==> config.mk <==
export PLATFORM = sky130hd
export DESIGN_NAME = conf_control_param
export DESIGN_NICKNAME = d
export VERILOG_FILES = /design/src/rtl/conf_control_pkg.sv /design/src/rtl/conf_regfile.sv /design/src/rtl/conf_control_param.sv
export SDC_FILE = /design/constraint.sdc
export NUM_CORES = 1
export LEC_CHECK = 0
export ABC_AREA = 1
export CAP_MARGIN = 15
export CORE_MARGIN = 2
export CORE_UTILIZATION = 45
export DETAILED_ROUTE_END_ITERATION = 16
export GPL_ROUTABILITY_DRIVEN = 0
export PLACE_DENSITY = 0.73
export RECOVER_POWER = 50
export SLEW_MARGIN = 20
export SYNTH_ARGS = -nofsm -noshare
export SYNTH_HDL_FRONTEND = slang
export SYNTH_HIERARCHICAL = 1
export SYNTH_SLANG_ARGS = --single-unit
==> constraint.sdc <==
create_clock -name clk -period 10.64 [get_ports clk]
set_input_delay 2.128 -clock clk [delete_from_list [all_inputs] [get_ports clk]]
set_output_delay 2.128 -clock clk [all_outputs]
set_load 0.02 [all_outputs]
==> src/rtl/conf_control_pkg.sv <==
// Shared definitions for the UART configuration controller: default command
// codes, FSM state encodings, the byte type and the addressed-range check.
package conf_control_pkg;

  typedef logic [7:0] byte_t;

  // Default command codes; the top level exposes them as overridable parameters.
  localparam byte_t CMD_WR_DEF  = 8'h0F;
  localparam byte_t CMD_RD_DEF  = 8'hF0;
  localparam byte_t CMD_WRA_DEF = 8'h1F;
  localparam byte_t CMD_RDA_DEF = 8'hF1;

  typedef logic [2:0] state_t;

  localparam state_t ST_IDLE     = 3'd0;
  localparam state_t ST_GET_ADDR = 3'd1;
  localparam state_t ST_GET_LEN  = 3'd2;
  localparam state_t ST_WR_DATA  = 3'd3;
  localparam state_t ST_TX_REQ   = 3'd4;
  localparam state_t ST_TX_WAIT  = 3'd5;

  // True when [addr, addr+len) is a non-empty window inside the register file.
  // The sum is formed in 9 bits so addr+len cannot wrap.
  function automatic logic range_ok(input byte_t addr, input byte_t len,
                                    input int unsigned nbytes);
    logic [8:0] sum;
    sum = {1'b0, addr} + {1'b0, len};
    return (len != 8'd0) && (32'(addr) < nbytes) && (32'(sum) <= nbytes);
  endfunction

endpackage

==> src/rtl/conf_regfile.sv <==
// Shadow and committed configuration byte arrays.
//   load_shadow : copy committed bytes into the shadow
//   wr_en/wr_addr/wr_data : write one shadow byte
//   commit      : copy shadow to committed; a byte written in the same cycle
//                 lands in the committed copy directly
//   rd_addr/rd_data_c : combinational read of the committed bytes
//   regs        : committed bytes, byte k = regs[8k+7:8k]
module conf_regfile
  import conf_control_pkg::*;
#(
  parameter int unsigned NBYTES = 11
) (
  input  logic                  clk,
  input  logic                  rst,
  input  logic                  load_shadow,
  input  logic                  wr_en,
  input  byte_t                 wr_addr,
  input  byte_t                 wr_data,
  input  logic                  commit,
  input  byte_t                 rd_addr,
  output byte_t                 rd_data_c,
  output logic [8*NBYTES-1:0]   regs
);

  byte_t shadow [NBYTES];

  // Shadow update and atomic commit.
  always_ff @(posedge clk or posedge rst) begin
    if (rst) begin
      shadow <= '{default: '0};
      regs   <= '0;
    end else begin
      for (int k = 0; k < int'(NBYTES); k++) begin
        if (load_shadow) begin
          shadow[k] <= regs[8*k +: 8];
        end else if (wr_en && (wr_addr == 8'(k))) begin
          shadow[k] <= wr_data;
        end
        if (commit) begin
          regs[8*k +: 8] <= (wr_en && (wr_addr == 8'(k))) ? wr_data : shadow[k];
        end
      end
    end
  end

  // Read mux over committed bytes; out-of-range addresses read zero.
  always_comb begin
    rd_data_c = '0;
    for (int k = 0; k < int'(NBYTES); k++) begin
      if (rd_addr == 8'(k)) begin
        rd_data_c = regs[8*k +: 8];
      end
    end
  end

endmodule

==> src/rtl/conf_control_param.sv <==
// UART-side configuration controller. Parses full/addressed write and read
// frames from the receive byte stream, commits writes atomically, aborts
// stalled or malformed frames, and returns register bytes via the TX handshake.
//   clk, rst        : clock, asynchronous active-high reset
//   rxdw, rxrdy     : received byte and its one-cycle strobe
//   txbusy          : UART transmitter busy
//   txdw, txena     : byte to transmit and one-cycle transmit request
//   regs            : committed configuration
//   cfg_upd         : one-cycle pulse after each commit
//   frame_err       : one-cycle pulse after each frame abort
//   sleds           : {sticky error flag, control byte NBYTES-1}
module conf_control_param
  import conf_control_pkg::*;
#(
  parameter int unsigned NBYTES       = 11,
  parameter int unsigned TIMEOUT_CLKS = 50000,
  parameter byte_t       CMD_WR       = CMD_WR_DEF,
  parameter byte_t       CMD_RD       = CMD_RD_DEF,
  parameter byte_t       CMD_WRA      = CMD_WRA_DEF,
  parameter byte_t       CMD_RDA      = CMD_RDA_DEF
) (
  input  logic                clk,
  input  logic                rst,
  input  logic [7:0]          rxdw,
  input  logic                rxrdy,
  input  logic                txbusy,
  output logic [7:0]          txdw,
  output logic                txena,
  output logic [8*NBYTES-1:0] regs,
  output logic                cfg_upd,
  output logic                frame_err,
  output logic [8:0]          sleds
);

  localparam int unsigned TMO_W = $clog2(TIMEOUT_CLKS + 1);

  state_t           state_q, state_d;
  byte_t            ptr_q, ptr_d;
  byte_t            cnt_q, cnt_d;
  logic             mode_wr_q, mode_wr_d;
  logic [TMO_W-1:0] tmo_q, tmo_d;
  byte_t            txdw_q, txdw_d;
  logic             txena_q, txena_d;
  logic             cfg_upd_q, cfg_upd_d;
  logic             frame_err_q, frame_err_d;
  logic             err_q, err_d;

  logic             rf_load, rf_wr, rf_commit;
  byte_t            rf_rd_c;
  logic             tmo_expired_c;

  conf_regfile #(.NBYTES(NBYTES)) u_regfile (
    .clk         (clk),
    .rst         (rst),
    .load_shadow (rf_load),
    .wr_en       (rf_wr),
    .wr_addr     (ptr_q),
    .wr_data     (rxdw),
    .commit      (rf_commit),
    .rd_addr     (ptr_q),
    .rd_data_c   (rf_rd_c),
    .regs        (regs)
  );

  // The counter has seen TIMEOUT_CLKS-1 idle cycles; this idle cycle is the last.
  assign tmo_expired_c = (tmo_q >= TMO_W'(TIMEOUT_CLKS - 1));

  // State and datapath registers.
  always_ff @(posedge clk or posedge rst) begin
    if (rst) begin
      state_q     <= ST_IDLE;
      ptr_q       <= '0;
      cnt_q       <= '0;
      mode_wr_q   <= 1'b0;
      tmo_q       <= '0;
      txdw_q      <= '0;
      txena_q     <= 1'b0;
      cfg_upd_q   <= 1'b0;
      frame_err_q <= 1'b0;
      err_q       <= 1'b0;
    end else begin
      state_q     <= state_d;
      ptr_q       <= ptr_d;
      cnt_q       <= cnt_d;
      mode_wr_q   <= mode_wr_d;
      tmo_q       <= tmo_d;
      txdw_q      <= txdw_d;
      txena_q     <= txena_d;
      cfg_upd_q   <= cfg_upd_d;
      frame_err_q <= frame_err_d;
      err_q       <= err_d;
    end
  end

  // Next-state and datapath control.
  always_comb begin
    state_d     = state_q;
    ptr_d       = ptr_q;
    cnt_d       = cnt_q;
    mode_wr_d   = mode_wr_q;
    tmo_d       = tmo_q;
    txdw_d      = txdw_q;
    txena_d     = 1'b0;
    cfg_upd_d   = 1'b0;
    frame_err_d = 1'b0;
    err_d       = err_q;
    rf_load     = 1'b0;
    rf_wr       = 1'b0;
    rf_commit   = 1'b0;

    case (state_q)
      ST_IDLE: begin
        if (rxrdy) begin
          tmo_d = '0;
          if (rxdw == CMD_WR) begin
            rf_load = 1'b1;
            ptr_d   = '0;
            cnt_d   = 8'(NBYTES);
            state_d = ST_WR_DATA;
          end else if (rxdw == CMD_WRA) begin
            rf_load   = 1'b1;
            mode_wr_d = 1'b1;
            state_d   = ST_GET_ADDR;
          end else if (rxdw == CMD_RD) begin
            ptr_d   = '0;
            cnt_d   = 8'(NBYTES);
            state_d = ST_TX_REQ;
          end else if (rxdw == CMD_RDA) begin
            mode_wr_d = 1'b0;
            state_d   = ST_GET_ADDR;
          end
        end
      end

      ST_GET_ADDR: begin
        if (rxrdy) begin
          tmo_d   = '0;
          ptr_d   = rxdw;
          state_d = ST_GET_LEN;
        end else if (tmo_expired_c) begin
          tmo_d       = '0;
          frame_err_d = 1'b1;
          err_d       = 1'b1;
          state_d     = ST_IDLE;
        end else begin
          tmo_d = tmo_q + TMO_W'(1);
        end
      end

      ST_GET_LEN: begin
        if (rxrdy) begin
          tmo_d = '0;
          cnt_d = rxdw;
          if (!range_ok(ptr_q, rxdw, NBYTES)) begin
            frame_err_d = 1'b1;
            err_d       = 1'b1;
            state_d     = ST_IDLE;
          end else begin
            state_d = mode_wr_q ? ST_WR_DATA : ST_TX_REQ;
          end
        end else if (tmo_expired_c) begin
          tmo_d       = '0;
          frame_err_d = 1'b1;
          err_d       = 1'b1;
          state_d     = ST_IDLE;
        end else begin
          tmo_d = tmo_q + TMO_W'(1);
        end
      end

      ST_WR_DATA: begin
        if (rxrdy) begin
          tmo_d = '0;
          rf_wr = 1'b1;
          ptr_d = ptr_q + 8'd1;
          cnt_d = cnt_q - 8'd1;
          if (cnt_q == 8'd1) begin
            rf_commit = 1'b1;
            cfg_upd_d = 1'b1;
            err_d     = 1'b0;
            state_d   = ST_IDLE;
          end
        end else if (tmo_expired_c) begin
          tmo_d       = '0;
          frame_err_d = 1'b1;
          err_d       = 1'b1;
          state_d     = ST_IDLE;
        end else begin
          tmo_d = tmo_q + TMO_W'(1);
        end
      end

      ST_TX_REQ: begin
        if (!txbusy) begin
          txdw_d  = rf_rd_c;
          txena_d = 1'b1;
          state_d = ST_TX_WAIT;
        end
      end

      ST_TX_WAIT: begin
        // txena_q is high exactly on the first TX_WAIT cycle, when the
        // transmitter has not yet raised txbusy.
        if (!txena_q && !txbusy) begin
          ptr_d   = ptr_q + 8'd1;
          cnt_d   = cnt_q - 8'd1;
          state_d = (cnt_q == 8'd1) ? ST_IDLE : ST_TX_REQ;
        end
      end

      default: begin
        state_d = ST_IDLE;
      end
    endcase
  end

  assign txdw      = txdw_q;
  assign txena     = txena_q;
  assign cfg_upd   = cfg_upd_q;
  assign frame_err = frame_err_q;
  assign sleds     = {err_q, regs[8*(NBYTES-1) +: 8]};

endmodule

Word level (Yosys, flattened, before mapping)
Index checks and enable logic that the tools add are counted.
{"block": "op_classes", "bitwise_logic": 2, "n_eq_ne": 33, "mux": 94, "add_sub_neg": 4, "magnitude_cmp": 3, "n_reduce_logical": 33}
{"cell": "$mux 8", "count": 46}
{"cell": "$pmux 8 s4", "count": 2}
{"cell": "$mux 16", "count": 3}
{"cell": "$mux 3", "count": 15}
{"cell": "$eq 8x3->1 const B", "count": 4}
{"cell": "$eq 8x4->1 const B", "count": 4}
{"cell": "$pmux 16 s2", "count": 1}
{"cell": "$mux 1", "count": 24}
{"cell": "$pmux 3 s6", "count": 1}
{"cell": "$add 16x1->16 const B", "count": 1}
{"cell": "$eq 8x1->1 const B", "count": 2}
{"cell": "$eq 8x2->1 const B", "count": 2}
{"cell": "$eq 8x8->1 const B", "count": 2}
{"cell": "$ge 16x16->1 const B", "count": 1}
{"cell": "$ne 2x2->1 const B", "count": 8}
{"cell": "$logic_and 1x1->1", "count": 14}
{"cell": "$reduce_and 7->1", "count": 2}
{"cell": "$ne 3x3->1 const B", "count": 4}
{"cell": "$reduce_and 5->1", "count": 2}
{"cell": "$add 8x8->9", "count": 1}
{"cell": "$le 9x4->1 const B", "count": 1}
{"cell": "$add 8x1->8 const B", "count": 1}
{"cell": "$eq 8x5->1 const B", "count": 1}
{"cell": "$logic_not 8->1", "count": 1}
{"cell": "19 further kinds", "count": 26}
{"block": "totals", "register_bits": 224, "in_bits": 12, "output_inout_bits": 108, "word_cells": 191}

Longest topological paths before layout
{"block": "logic_depth", "depth_word": 12, "mapped_depth": 19, "mapped_depth_nobuf": 19}

Modules after synthesis
The synthesis kept the hierarchy.
{"module": "conf_regfile", "n_inst": 1, "area_per_inst_um2": 8509.4, "seq_area_each_um2": 4404.2, "cells_per_inst": 1029}
{"module": "conf_control_param", "n_inst": 1, "area_per_inst_um2": 3464.6, "seq_area_each_um2": 1201.2, "cells_per_inst": 464}

Worst setup path before layout
Ideal clock, no wire load.
{"block": "synth_path", "path_type": "input -> register", "startpoint": "input rxdw[0]", "endpoint": "register state_q[2]", "required_ns": 10.575, "n_path_buf": 0, "setup_time_ns": 0.065, "slack_ns": 6.888, "stages": 18, "arrival_time_ns": 3.687, "path_cell_list": "ha_1 inv_1 fa_1 inv_1 nand2_1 nand2_1 nand3_1 nand2_1 nand3_1 nor2_1 nand3_1 nor2_1 nand2_1 nand2_1 nand2_1 nand2_1 nand2_1 nand2_1"}
{"block": "synth_between", "elab_chain_cells": 6, "word_cells_on_any_way": 18, "classes_between": "add/sub: 1; order compare: 1; eq/ne: 5; mux: 7; reduce/logical: 4"}
{"item": "start: declaration", "line_no": "conf_control_param.sv:24", "rtl": "input logic [7:0] rxdw,"}
{"item": "$add 8x8->9 (tied with other cells)", "line_no": "conf_control_pkg.sv:27", "rtl": "sum = {1'b0, addr} + {1'b0, len};"}
{"item": "$le 9x4->1 (tied with other cells)", "line_no": "conf_control_pkg.sv:28", "rtl": "return (len != 8'd0) && (32'(addr) < nbytes) && (32'(sum) <= nbytes);"}
{"item": "$logic_and 1x1->1 or $mux 3 (tied branches)", "line_no": "conf_control_pkg.sv:28, conf_control_param.sv:120"}
{"item": "$mux 3 (on tied branches)", "line_no": "conf_control_param.sv:154, conf_control_param.sv:115"}
{"item": "$mux 3 (on tied branches)", "line_no": "conf_control_param.sv:151, conf_control_param.sv:113"}
{"item": "$pmux 3 s6", "line_no": "conf_control_param.sv:111", "rtl": "case (state_q)"}
{"item": "end signal: assignment", "line_no": "conf_control_param.sv:82", "rtl": "state_q <= state_d;"}
{"item": "end: declaration", "line_no": "conf_control_param.sv:37", "rtl": "state_t state_q, state_d;"}
Several ways; a longest one is shown, not always the timed one. The select of a mux whose other input is x is not followed.
A chain may end at the register's enable or synchronous reset.

Worst setup path in the final report
{"block": "layout_path", "startpoint": "input rxrdy", "endpoint": "register u_regfile.regs[82]"}
{"block": "layout_between", "elab_chain_cells": 4, "word_cells_on_any_way": 6, "classes_between": "mux: 5; reduce/logical: 1"}
{"item": "start: declaration", "line_no": "conf_control_param.sv:25", "rtl": "input logic rxrdy,"}
{"item": "$mux 1", "line_no": "conf_control_param.sv:172", "rtl": "if (rxrdy) begin"}
{"item": "$mux 1", "line_no": "conf_control_param.sv:111"}
{"item": "named net rf_wr", "line_no": "conf_control_param.sv:48", "rtl": "logic rf_load, rf_wr, rf_commit;"}
{"item": "$logic_and 1x1->1", "line_no": "conf_regfile.sv:40", "rtl": "regs[8*k +: 8] <= (wr_en && (wr_addr == 8'(k))) ? wr_data : shadow[k];"}
{"item": "$mux 8", "line_no": "conf_regfile.sv:40"}
{"item": "end signal: indexed assignment", "line_no": "conf_regfile.sv:40"}
{"item": "end: declaration", "line_no": "conf_regfile.sv:22", "rtl": "output logic [8*NBYTES-1:0] regs"}
The timed path passes the listed nets, and every way through them passes these cells.

==> metrics <==
status complete, but fails checks; failing checks max-capacitance violations, max-slew violations; final worst path period share 45.6%; post-synth net total 1518; reg2reg start state_q[2]; routed vias 10311; most frequent cells in the layout 420 x nand2_1, 224 x dfrtp_1, 151 x o21ai_0; synth-to-layout area growth 17.3%; setup TNS 0 ns; Pleak 6.32 nW; Post-synth ARST share 100%; total wire length 32.2 mm; Hold Fails Final Rpt 0; Total Power 3.02 mW; Synth warnings 6; Clock Sinks 224; vias in the first global route 9751; pin slew with the least headroom to its limit 2.24 ns; cts bufs inserted 25; CP Capture Type flop; Post-Synthesis Cell Area 12000 µm²; initial antenna violation count 0; HPWL after detailed placement 21.6 mm; HP Class reg2reg; skew final 0.0278 ns; first-pass GRT wire length 51.4 mm; post-route ant nets 0; min-delay src txdw[4]; CTS tree done; CP Cell Sequence dlygate4sd3_1, inv_1, nor2_2, inv_1, nor2_4, buf_4, buf_4, inv_1, buf_4, nand2_1, o21ai_0; H-Tree Level Count 1; clk buf depth 3; CP required 11.02 ns; nets@finish 1598; leading cell type in the layout, fill and taps excluded nand2_1; maximum vdd drop 0.000118 V; Final setup viols 0; total core area 26100 µm²; # DRC 0; Wirelength per Cell 16.7 µm; maximum clock rate 0.206 GHz; Seq/Total Area, Yosys 46.8%; clk_lat worst skew 0.54 ns; Mapped Cells 1493; ys flop type dfrtp_1; DR pass1 iterations 6; Initial Utilization 45.9%; CP Class in2reg; RSZ-0062 raised after global routing false; die area 27900 µm²; Worst EP arrival 5.23 ns; Avg Vias per Cell 5.35; share of cells above drive strength 1 12.1%; pin count of the biggest net entering global routing 129; Ports 120; Die Wd 167 µm; Worst-path clk slew 0.06 ns; fin. max-slew vios 86; CP max-delay cell dlygate4sd3_1; hold buffers post-CTS 0; GR Util All Layers 22.7%; global route overflow 0; CTS resizes 0; critical path launch point rxrdy; Post-synth EDFFs 0; Distinct cells, synth 50; root buffer cell clkbuf_16; Tmin final 4.85 ns; Max stage delay on crit path 0.69 ns; post-synthesis area per instance 8.02 µm²; Synth Register Bits 224; MaxCap Viol Count 3; power density over cell area 215 nW/µm²; normalized max-slew margin -50.5%; Core Rows 59; DR iter-0 viols 1027; cell area after layout 14000 µm²; antenna cells 0; port bufs 119; die height 167 µm; CP startpoint kind input pin; setup bufs post-CTS 0; Max FO, Critical Path 74; placed instance area 13200 µm²
## critical path: cells and delay by family
kind | cells | cell delay, ns
buf+inv | 7 | 2.54
compound gates | 1 | 0.09
simple gates | 3 | 0.39
## cells in the mapped netlist, types with 2 or more instances
cell      count  area [µm²]
nor3_4        4        65.1
o21ai_1      52         260
buf_1         2        7.51
o22ai_2       3        37.5
ha_1         12         150
nand3_1      43         215
inv_2        15        56.3
nor2_4        6        67.6
a21oi_1      43         215
nand3_2       4        40.0
a22oi_1       5        37.5
o21ai_0     148         741
buf_2        22         110
a32oi_1       2        17.5
o22ai_1      14        87.6
nand3b_1      2        15.0
xnor2_1       2        17.5
nand2_1     419        1570
dfrtp_1     224        5610
nor2_1      100         375
o21ai_2      69         604
nor2_2        5        31.3
o21bai_1      2        15.0
o32ai_1       3        26.3
nor3_2       10         100
xor2_1       10        87.6
o211ai_1      2        15.0
a21oi_2       5        43.8
o21a_1        2        15.0
clkbuf_1     24        90.1
inv_1       150         563
nand4_1      22         138
buf_6        13         146
buf_4        12        90.1
nor3_1        7        35.0
nand2_2      20         125
nand2_4       2        22.5
## layout make-up
class / count / area [µm²]
clock buffers: 33 / 686
multi-input cells: 1030 / 5280
inverters: 166 / 627
repair buffers: 126 / 1270
clock inverters: 13 / 156
well taps: 335 / 419
flip-flops and latches: 224 / 5610
fillers: 2392 / 12000
## registers in the layout, indices dropped and copies added (netlist names)
name	flops
tmo_q	16
txena	1
cfg_upd	1
mode_wr_q	1
u_regfile/shadow	88
err_q	1
cnt_q	8
ptr_q	8
state_q	3
u_regfile/regs	88
frame_err	1
txdw	8
## layer usage
layer	track usage [%]	vias to the layer above	routed length, µm
met5	0	-	0
met3	3.14	69	1970
li1	-	5002	-
met4	7.87	0	993
met2	36.1	362	14800
met1	32.2	4878	14500
## through the flow
step	worst slack, ns	utilization [%]	instances	hold slack (ns)
floorplan	3.74	-	1493	0.495
global placement	5.56	50.6	1880	0.457
detailed placement	5.44	50.6	1880	0.466
CTS	6.00	53.9	1926	0.481
global route	5.57	53.9	1927	0.485
finish	5.79	53.9	1927	0.469
## worst paths after layout
check / end / slack, ns / depth (start not counted)
min reg2reg: txdw[4] / 0.47 / 2
min in group asynchronous: u_regfile/shadow[0] / 2.54 / 2
max reg2reg: u_regfile/regs[82] / 7.41 / 11
max: u_regfile/regs[82] / 5.79 / 11
min: txdw[4] / 0.47 / 2
max in group asynchronous: u_regfile/regs[6] / 6.18 / 4
## power by group
group	switching, mW	leakage, nW	internal, mW
logic	0.645	2.97	0.339
clock network	0.360	0.411	0.528
registers	0.136	2.94	1.01
## kinds of logic after synthesis
| logic type | count (synthesis) | synth area share, % |
|---|---|---|
| XOR/XNOR | 12 | 0.878 |
| AND/OR/NAND/NOR | 646 | 23.6 |
| buffers and inverters | 239 | 8.93 |
| multiplexers | 1 | 0.0836 |
| AO/OA/AOI/OAI | 358 | 18.3 |
| flip-flops | 224 | 46.8 |
| adder cells (fa/ha/maj) | 13 | 1.42 |
Power figures use the tool's default switching activity.
